**config.mk**
```make
export PLATFORM = sky130hd
export DESIGN_NAME = l1_bus_arbiter_flat
export DESIGN_NICKNAME = d
export VERILOG_FILES = /design/src/rtl/l1_bus_arbiter_if.sv /design/src/rtl/l1_bus_arbiter.sv /design/src/flat_wrapper.sv
export SDC_FILE = /design/constraint.sdc
export NUM_CORES = 1
export LEC_CHECK = 0
export ABC_AREA = 1
export CORE_MARGIN = 4
export CORE_UTILIZATION = 57
export CTS_BUF_LIST = sky130_fd_sc_hd__clkbuf_8
export CTS_CLUSTER_SIZE = 8
export DETAILED_ROUTE_END_ITERATION = 8
export GPL_ROUTABILITY_DRIVEN = 0
export PLACE_DENSITY = 0.95
export SYNTH_ARGS = -nofsm -noshare
export SYNTH_HDL_FRONTEND = slang
export SYNTH_SLANG_ARGS = --single-unit
```
**constraint.sdc**
```tcl
create_clock -name clock -period 3.3 [get_ports clock]
set_input_delay 0.495 -clock clock [delete_from_list [all_inputs] [get_ports clock]]
set_output_delay 0.495 -clock clock [all_outputs]
set_load 0.01 [all_outputs]
```
**src/rtl/l1_bus_arbiter_if.sv**
```systemverilog
// Request/grant bundle between the per-core L1 ports, the L2-side release and the bus arbiter.
// The arbiter uses the slave modport; L1/L2-side agents drive through the master modport.
interface l1_bus_arbiter_if #(
  parameter int NUM_REQ = 4,
  parameter int ID_BITS = 2
);
  logic [NUM_REQ-1:0] req;
  logic               bus_release;
  logic [NUM_REQ-1:0] grant;
  logic               grant_valid;
  logic [ID_BITS-1:0] grant_id;
  logic               timeout_err;

  modport master (
    output req, bus_release,
    input  grant, grant_valid, grant_id, timeout_err
  );

  modport slave (
    input  req, bus_release,
    output grant, grant_valid, grant_id, timeout_err
  );
endinterface

```
**src/rtl/l1_bus_arbiter.sv**
```systemverilog
// Round-robin owner of the shared L1->L2 bus; grant is held per transaction and released by L2.
// Optional macro ARB_TIMEOUT_EN adds a hold counter that revokes grants held for HOLD_MAX cycles.
module l1_bus_arbiter #(
  parameter int NUM_REQ  = 4,
  parameter int ID_BITS  = 2,
  parameter int HOLD_MAX = 255
) (
  input logic              clock,
  input logic              reset,
  l1_bus_arbiter_if.slave  bus
);

  if (HOLD_MAX < 2 || ID_BITS != $clog2(NUM_REQ)) begin : g_cfg_check
    $error("l1_bus_arbiter: HOLD_MAX must be >= 2 and ID_BITS must equal clog2(NUM_REQ)");
  end

  typedef enum logic {IDLE = 1'b0, BUSY = 1'b1} state_t;

  state_t             state, state_nxt;
  logic [ID_BITS-1:0] rr_ptr, rr_ptr_nxt;
  logic [NUM_REQ-1:0] grant_p1, grant_nxt;
  logic [ID_BITS-1:0] id_p1, id_nxt;
  logic               vld_p1;
  logic               timeout_hit;
  logic               found;
  logic [ID_BITS-1:0] winner;

  // Explicit wrap so NUM_REQ need not be a power of two.
  function automatic logic [ID_BITS-1:0] wrap_inc(input logic [ID_BITS-1:0] id);
    if (int'(id) >= NUM_REQ - 1) return '0;
    return id + 1'b1;
  endfunction

  function automatic int circ_idx(input logic [ID_BITS-1:0] ptr, input int off);
    int s;
    s = int'(ptr) + off;
    if (s >= NUM_REQ) s = s - NUM_REQ;
    return s;
  endfunction

  always_comb begin
    found  = 1'b0;
    winner = '0;
    for (int i = 0; i < NUM_REQ; i++) begin
      if (!found && bus.req[circ_idx(rr_ptr, i)]) begin
        found  = 1'b1;
        winner = ID_BITS'(circ_idx(rr_ptr, i));
      end
    end
  end

  always_comb begin
    state_nxt  = state;
    grant_nxt  = grant_p1;
    id_nxt     = id_p1;
    rr_ptr_nxt = rr_ptr;
    case (state)
      IDLE: begin
        if (found) begin
          state_nxt = BUSY;
          grant_nxt = NUM_REQ'(1) << winner;
          id_nxt    = winner;
        end
      end
      BUSY: begin
        // Release, abandonment and timeout all collapse into one exit and one pointer step.
        if (bus.bus_release || !bus.req[id_p1] || timeout_hit) begin
          state_nxt  = IDLE;
          grant_nxt  = '0;
          id_nxt     = '0;
          rr_ptr_nxt = wrap_inc(id_p1);
        end
      end
      default: begin
        state_nxt = IDLE;
        grant_nxt = '0;
        id_nxt    = '0;
      end
    endcase
  end

  // Stage p1: registered ownership outputs
  always_ff @(posedge clock or posedge reset) begin
    if (reset) begin
      state    <= IDLE;
      rr_ptr   <= '0;
      grant_p1 <= '0;
      id_p1    <= '0;
      vld_p1   <= 1'b0;
    end else begin
      state    <= state_nxt;
      rr_ptr   <= rr_ptr_nxt;
      grant_p1 <= grant_nxt;
      id_p1    <= id_nxt;
      vld_p1   <= |grant_nxt;
    end
  end

  assign bus.grant       = grant_p1;
  assign bus.grant_valid = vld_p1;
  assign bus.grant_id    = id_p1;

`ifdef ARB_TIMEOUT_EN
  localparam int CNT_W = (HOLD_MAX <= 256) ? 8 :
                         (($clog2(HOLD_MAX) > 32) ? 32 : $clog2(HOLD_MAX));

  logic [CNT_W-1:0] hold_cnt;
  logic             timeout_p1;

  // A coincident release wins over the timeout and is treated as a normal completion.
  assign timeout_hit = (state == BUSY) && (hold_cnt == CNT_W'(HOLD_MAX - 1)) && !bus.bus_release;

  always_ff @(posedge clock or posedge reset) begin
    if (reset) begin
      hold_cnt   <= '0;
      timeout_p1 <= 1'b0;
    end else begin
      hold_cnt   <= (state == BUSY) ? hold_cnt + 1'b1 : '0;
      timeout_p1 <= timeout_hit;
    end
  end

  assign bus.timeout_err = timeout_p1;
`else
  assign timeout_hit     = 1'b0;
  assign bus.timeout_err = 1'b0;
`endif

endmodule

```
**src/flat_wrapper.sv**
```systemverilog
// flat-port wrapper written by rule: the top's interface ports become plain ports
module l1_bus_arbiter_flat 
#(
  parameter int NUM_REQ  = 4,
  parameter int ID_BITS  = 2,
  parameter int HOLD_MAX = 255
)
  (clock, reset, bus_req, bus_bus_release, bus_grant, bus_grant_valid, bus_grant_id, bus_timeout_err);
  l1_bus_arbiter_if #(.NUM_REQ(NUM_REQ), .ID_BITS(ID_BITS)) bus_i ();
  input logic clock;
  input logic reset;
  input wire logic [$bits(bus_i.req)-1:0] bus_req;
  input wire logic [$bits(bus_i.bus_release)-1:0] bus_bus_release;
  output wire logic [$bits(bus_i.grant)-1:0] bus_grant;
  output wire logic [$bits(bus_i.grant_valid)-1:0] bus_grant_valid;
  output wire logic [$bits(bus_i.grant_id)-1:0] bus_grant_id;
  output wire logic [$bits(bus_i.timeout_err)-1:0] bus_timeout_err;
  assign bus_i.req = bus_req;
  assign bus_i.bus_release = bus_bus_release;
  assign bus_grant = bus_i.grant;
  assign bus_grant_valid = bus_i.grant_valid;
  assign bus_grant_id = bus_i.grant_id;
  assign bus_timeout_err = bus_i.timeout_err;
  l1_bus_arbiter #(.NUM_REQ(NUM_REQ), .ID_BITS(ID_BITS), .HOLD_MAX(HOLD_MAX)) u_core (.clock(clock), .reset(reset), .bus(bus_i));
endmodule
```
* After elaboration in Yosys (flattened, before gate mapping)
Index checks and enable logic that the tools add are counted.
W data, S select, Z words.
** Storage, ports and cells
- Register bits :: 10
- Bits of input ports :: 7
- Output and inout port bits :: 8
- Logic and storage cells :: 78
** Cells by class
- Add/sub/neg operators :: 8
- Magnitude comparators :: 10
- Equality and inequality tests :: 2
- Shifts and indexed selects :: 1
- Muxes and demuxes :: 40
- Bitwise gates (word level) :: 1
- Reduce and logical (&&, ||, !) cells :: 11
** Operators by type and width (count)
- $lt A32 B4 Y1 const B :: 4
- $mux W32 :: 4
- $ge A32 B4 Y1 const B :: 3
- $sub A32 B4 Y32 const B :: 3
- $mux W1 :: 18
- $mux W2 :: 8
- $bmux W1 S2 :: 5
- $mux W4 :: 2
- $pmux W4 S2 :: 1
- $add A2 B2 Y3 const B :: 2
- $logic_not A1 Y1 :: 4
- $pmux W2 S2 :: 1
- $reduce_and A2 Y1 :: 2
- $reduce_or A4 Y1 :: 1
- $shl A1 B2 Y4 const A :: 1
- $sub A2 B3 Y4 const B :: 1
- $add A2 B1 Y3 const B :: 1
- $ge A2 B3 Y1 const B :: 1
- $logic_and A1 B1 Y1 :: 3
- $lt A2 B3 Y1 const B :: 1
- $add A2 B1 Y2 const B :: 1
- $ge A2 B2 Y1 const B :: 1
- $ne A2 B1 Y1 const B :: 1
- $ne A2 B2 Y1 const B :: 1
- other kinds (3) :: 3

* Depth between registers and ports, before layout
- Word-level depth :: 19
- Depth in mapped cells :: 16
- Mapped depth without buffers :: 16

* Worst setup path after synthesis
OpenSTA, ideal clock, no wires.
- Path type :: input to register
- From :: in bus_req[1]
- To :: reg u_core.vld_p1 (netlist: u_core.bus.grant_valid)
- Library setup time :: 119 ps
- Arrival :: 1435 ps
- Required time :: 3181 ps
- Path slack :: 1746 ps
- Stages on the path :: 14
- Cells stage by stage :: inv_1 nand2_2 nand3_2 nand2_2 nor2_4 nand3_2 nand2_2 nand2_2 nand2_1 nand2_1 nand2_1 nand2_2 nor2_2 nand2_1
** Between the ends
- Cells in the longest elaborated chain, start to end :: 17
- Elaborated cells between the ends (all ways) :: 35
** Ends and longest elaborated chain
- from (decl) :: RTL line flat_wrapper.sv:12 : input wire logic [$bits(bus_i.req)-1:0] bus_req;
- $bmux W1 S2 :: RTL line l1_bus_arbiter.sv:45 : if (!found && bus.req[circ_idx(rr_ptr, i)]) begin
- $mux W1 (implied by the code) (2 in a row) :: RTL line l1_bus_arbiter.sv:45
- $mux W1 :: RTL line l1_bus_arbiter.sv:45
- $logic_not A1 Y1 :: RTL line l1_bus_arbiter.sv:45
- $logic_and A1 B1 Y1 :: RTL line l1_bus_arbiter.sv:45
- $mux W1 :: RTL line l1_bus_arbiter.sv:45
- $logic_not A1 Y1 :: RTL line l1_bus_arbiter.sv:45
- $logic_and A1 B1 Y1 :: RTL line l1_bus_arbiter.sv:45
- $mux W1 :: RTL line l1_bus_arbiter.sv:45
- $logic_not A1 Y1 :: RTL line l1_bus_arbiter.sv:45
- $logic_and A1 B1 Y1 :: RTL line l1_bus_arbiter.sv:45
- $mux W2 :: RTL line l1_bus_arbiter.sv:45
- $shl A1 B2 Y4 :: RTL line l1_bus_arbiter.sv:61 : grant_nxt = NUM_REQ'(1) << winner;
- $mux W4 :: RTL line l1_bus_arbiter.sv:59 : if (found) begin
- $pmux W4 S2 (*) :: RTL line l1_bus_arbiter.sv:57 : case (state)
- via u_core.grant_nxt[3] :: RTL line l1_bus_arbiter.sv:21 : logic [NUM_REQ-1:0] grant_p1, grant_nxt;
- $reduce_or A4 Y1 (*) :: RTL line l1_bus_arbiter.sv:95 : vld_p1 <= |grant_nxt;
- to (signal assigned) :: RTL line l1_bus_arbiter.sv:95
- to (decl) :: RTL line l1_bus_arbiter.sv:23 : logic vld_p1;
Mark *: on every way through the listed nets, which the timed path passes. The rest lies on a longest branch. The select of a mux whose other input is x is not followed.
A chain may end at the register's enable or synchronous reset.

* Worst setup path after layout
- From :: in bus_req[1]
- To :: reg u_core.id_p1[0] (netlist: u_core.bus.grant_id[0])
** Between the ends
- Cells in the longest elaborated chain, start to end :: 15
- Elaborated cells between the ends (all ways) :: 35
** Ends and longest elaborated chain
- $bmux W1 S2 :: RTL line l1_bus_arbiter.sv:45
- $mux W1 (implied by the code) (2 in a row) :: RTL line l1_bus_arbiter.sv:45
- $mux W1 :: RTL line l1_bus_arbiter.sv:45
- $logic_not A1 Y1 :: RTL line l1_bus_arbiter.sv:45
- $logic_and A1 B1 Y1 :: RTL line l1_bus_arbiter.sv:45
- $mux W1 :: RTL line l1_bus_arbiter.sv:45
- $logic_not A1 Y1 :: RTL line l1_bus_arbiter.sv:45
- $logic_and A1 B1 Y1 :: RTL line l1_bus_arbiter.sv:45
- $mux W1 :: RTL line l1_bus_arbiter.sv:45
- $logic_not A1 Y1 :: RTL line l1_bus_arbiter.sv:45
- $logic_and A1 B1 Y1 :: RTL line l1_bus_arbiter.sv:45
- $mux W2 or $mux W1 (tied branches) :: RTL line l1_bus_arbiter.sv:45
- $mux W2 or $ne A2 B1 Y1 (tied branches)
- $pmux W2 S2 or $reduce_and A2 Y1 (tied branches)
- to (signal assigned) :: RTL line l1_bus_arbiter.sv:94 : id_p1 <= id_nxt;
- to (decl) :: RTL line l1_bus_arbiter.sv:22 : logic [ID_BITS-1:0] id_p1, id_nxt;
Several ways; a longest one is shown, not always the timed one. The select of a mux whose other input is x is not followed.

==> impl_metrics.env <==
export IMPL_clk_latency_ps=240
export IMPL_postRouteAntennaNets=0
export IMPL_yosysSeqAreaShare_pct=30.9
export IMPL_m1WireLength_um=867
export IMPL_p_leak_nw=0.557
export IMPL_dieArea_sq_um=2090
export IMPL_post_cts_setup_buffers=0
export IMPL_yosys_warnings=0
export IMPL_grt_max_degree=13
export IMPL_fin_crit_ps=2080
export IMPL_wl_met3_um=177
export IMPL_routed_wirelength_um=2200
export IMPL_cts_buffers=3
export IMPL_syn_nets=135
export IMPL_ff2ff_setup_slack_ps=1280
export IMPL_worstHoldPathType="flop to flop"
export IMPL_drc_errors=0
export IMPL_synth_distinct_cells=22
export IMPL_syn_area_sq_um=811
export IMPL_diodes=0
export IMPL_worst_setup_path_end_kind="flop"
export IMPL_final_common_cell="nand2_1"
export IMPL_fillCellCount=94
export IMPL_die_y_um=45.7
export IMPL_dieWidth_um=45.7
export IMPL_required_ps=3430
export IMPL_start_util_pct=61.5
export IMPL_area_growth_pct=22.8
export IMPL_ir_drop_mv=0.647
export IMPL_finalMaxSlewViolations=0
export IMPL_rows=13
export IMPL_cap_viol_max_count=0
export IMPL_antenna_found_initial=0
export IMPL_final_period_utilization_pct=62.9
export IMPL_drtPass1Iterations=4
export IMPL_num_vias=877
export IMPL_critical_path_class="input port to flop"
export IMPL_via_per_inst=5.59
export IMPL_crit_fanout=3
export IMPL_synth_avg_cell_area_sq_um=6.38
export IMPL_cts_resized=0
export IMPL_route_met2_wl_um=1080
export IMPL_skew_ps=0.737
export IMPL_clockBufferDepth=2
export IMPL_core_sq_um=1320
export IMPL_drtIter0Drc=43
export IMPL_rsz0062_at_grt="false"
export IMPL_grt_pass1_vias=867
export IMPL_mostFrequentLayoutCells="nand2_1, inv_1, nand2_2, clkdlybuf4s50_1, dfrtp_1"
export IMPL_finalPower_w=0.00111
export IMPL_ys_ff_latch=10
export IMPL_fin_nets=151
export IMPL_hold_viol_final=0
export IMPL_synthCells=127
export IMPL_hpwl_um=1450
export IMPL_drive_above_1_share_pct=18.3
export IMPL_arrival_ps=2210
export IMPL_grt_overflow=0
export IMPL_htree_levels=1
export IMPL_cts_root_buf="clkbuf_8"
export IMPL_hold_buffers=0
export IMPL_cp_start_kind="input port"
export IMPL_cts_tree="done"
export IMPL_grt_pass1_wl_um=3660
export IMPL_ioPinCount=15
export IMPL_setup_viol=0
export IMPL_clk_pin_slew_ps=50
export IMPL_numPortBuffers=13
export IMPL_wl_per_cell_um=14.0
export IMPL_outcome="complete, no violations"
export IMPL_cts_num_sinks=10
export IMPL_fmax_mhz=482
export IMPL_grt_usage_pct=24.8
export IMPL_fin_tns_setup_ps=0
export IMPL_cellPowerDensity_nw_per_um2=1120
export IMPL_highest_layer="met4"
worst max-delay path: stages:
cell	delay, ps
clkdlybuf4s50_1	480
inv_1	90
a21oi_1	160
o21ai_0	150
a21oi_1	270
nor2_1	120
inv_1	110
nand2_1	100
o21ai_0	240
flip-flops by register name, indices dropped and copies added (netlist names):
name / flops
u_core.rr_ptr: 2
u_core.bus.grant: 4
u_core.bus.grant_id: 2
u_core.bus.grant_valid: 1
u_core.state: 1
cell families after synthesis:
| logic type | synth area share, % |
|---|---|
| buf+inv | 10.2 |
| compound gates | 7.41 |
| simple gates | 49.5 |
| flops | 30.9 |
| fa+ha+maj | 1.54 |
| other cells | 0.463 |
cells in the mapped netlist, drive strengths merged:
cell | number | share of area [%]
a21oi | 3 | 1.9
a31oi | 1 | 0.77
and2 | 1 | 0.77
buf | 2 | 2.3
conb | 1 | 0.46
dfrtp | 10 | 31
ha | 1 | 1.5
inv | 17 | 7.9
nand2 | 65 | 34
nand3 | 10 | 8.6
nand4 | 1 | 0.77
nor2 | 8 | 5.2
o21ai | 5 | 3.1
o22ai | 1 | 0.77
o31ai | 1 | 0.93
stage by stage:
stage / hold slack (ps) / std cells / utilization [%] / worst slack [ps] / cell area [sq um]
5_1_grt: 519 / 157 / 75.6 / 1070 / 996
3_5_place_dp: 499 / 153 / 71.4 / 1110 / 941
4_1_cts: 501 / 157 / 75.6 / 1260 / 996
3_3_place_gp: 490 / 153 / 71.4 / 1160 / 941
6_report: 513 / 157 / 75.6 / 1220 / 996
2_1_floorplan: 335 / 127 / - / 1750 / 811
routing by layer:
layer,track usage [%],vias up
met1,28.5,400
li1,-,423
met4,15.3,0
met3,9.09,13
met5,0,-
met2,38.7,41
worst paths after layout:
check                                             start                                 end  cells after the start
setup / recovery                             bus_req[1]  u_core.bus.grant_id[0]$_DFFE_PP0P_                      9
hold / removal                   u_core.state$_DFF_PP0_  u_core.bus.grant_id[1]$_DFFE_PP0P_                      1
setup reg to reg           u_core.rr_ptr[0]$_DFFE_PP0P_    u_core.bus.grant_valid$_DFF_PP0_                     15
hold reg to reg                  u_core.state$_DFF_PP0_  u_core.bus.grant_id[1]$_DFFE_PP0P_                      1
max in group asynchronous                         reset       u_core.bus.grant[3]$_DFF_PP0_                      2
min in group asynchronous                         reset  u_core.bus.grant_id[1]$_DFFE_PP0P_                      2
cell type report:
| class | count | area (sq um) | area share, % |
|---|---|---|---|
| inverters | 17 | 63.8 | 6.41 |
| clock buffers | 4 | 55.1 | 5.53 |
| multi-input cells | 98 | 478 | 48.0 |
| flip-flops and latches | 10 | 250 | 25.1 |
| well taps | 15 | 18.8 | 1.88 |
| repair buffers | 13 | 130 | 13.1 |
where the power goes:
part / internal, W / switching [W] / total (W)
Sequential: 0.000176 / 0.0000665 / 0.000242
Clock: 0.000105 / 0.0000503 / 0.000155
Combinational: 0.000256 / 0.000458 / 0.000714
Total: 0.000537 / 0.000575 / 0.00111
Note: power is estimated with default switching activity, not from simulation.
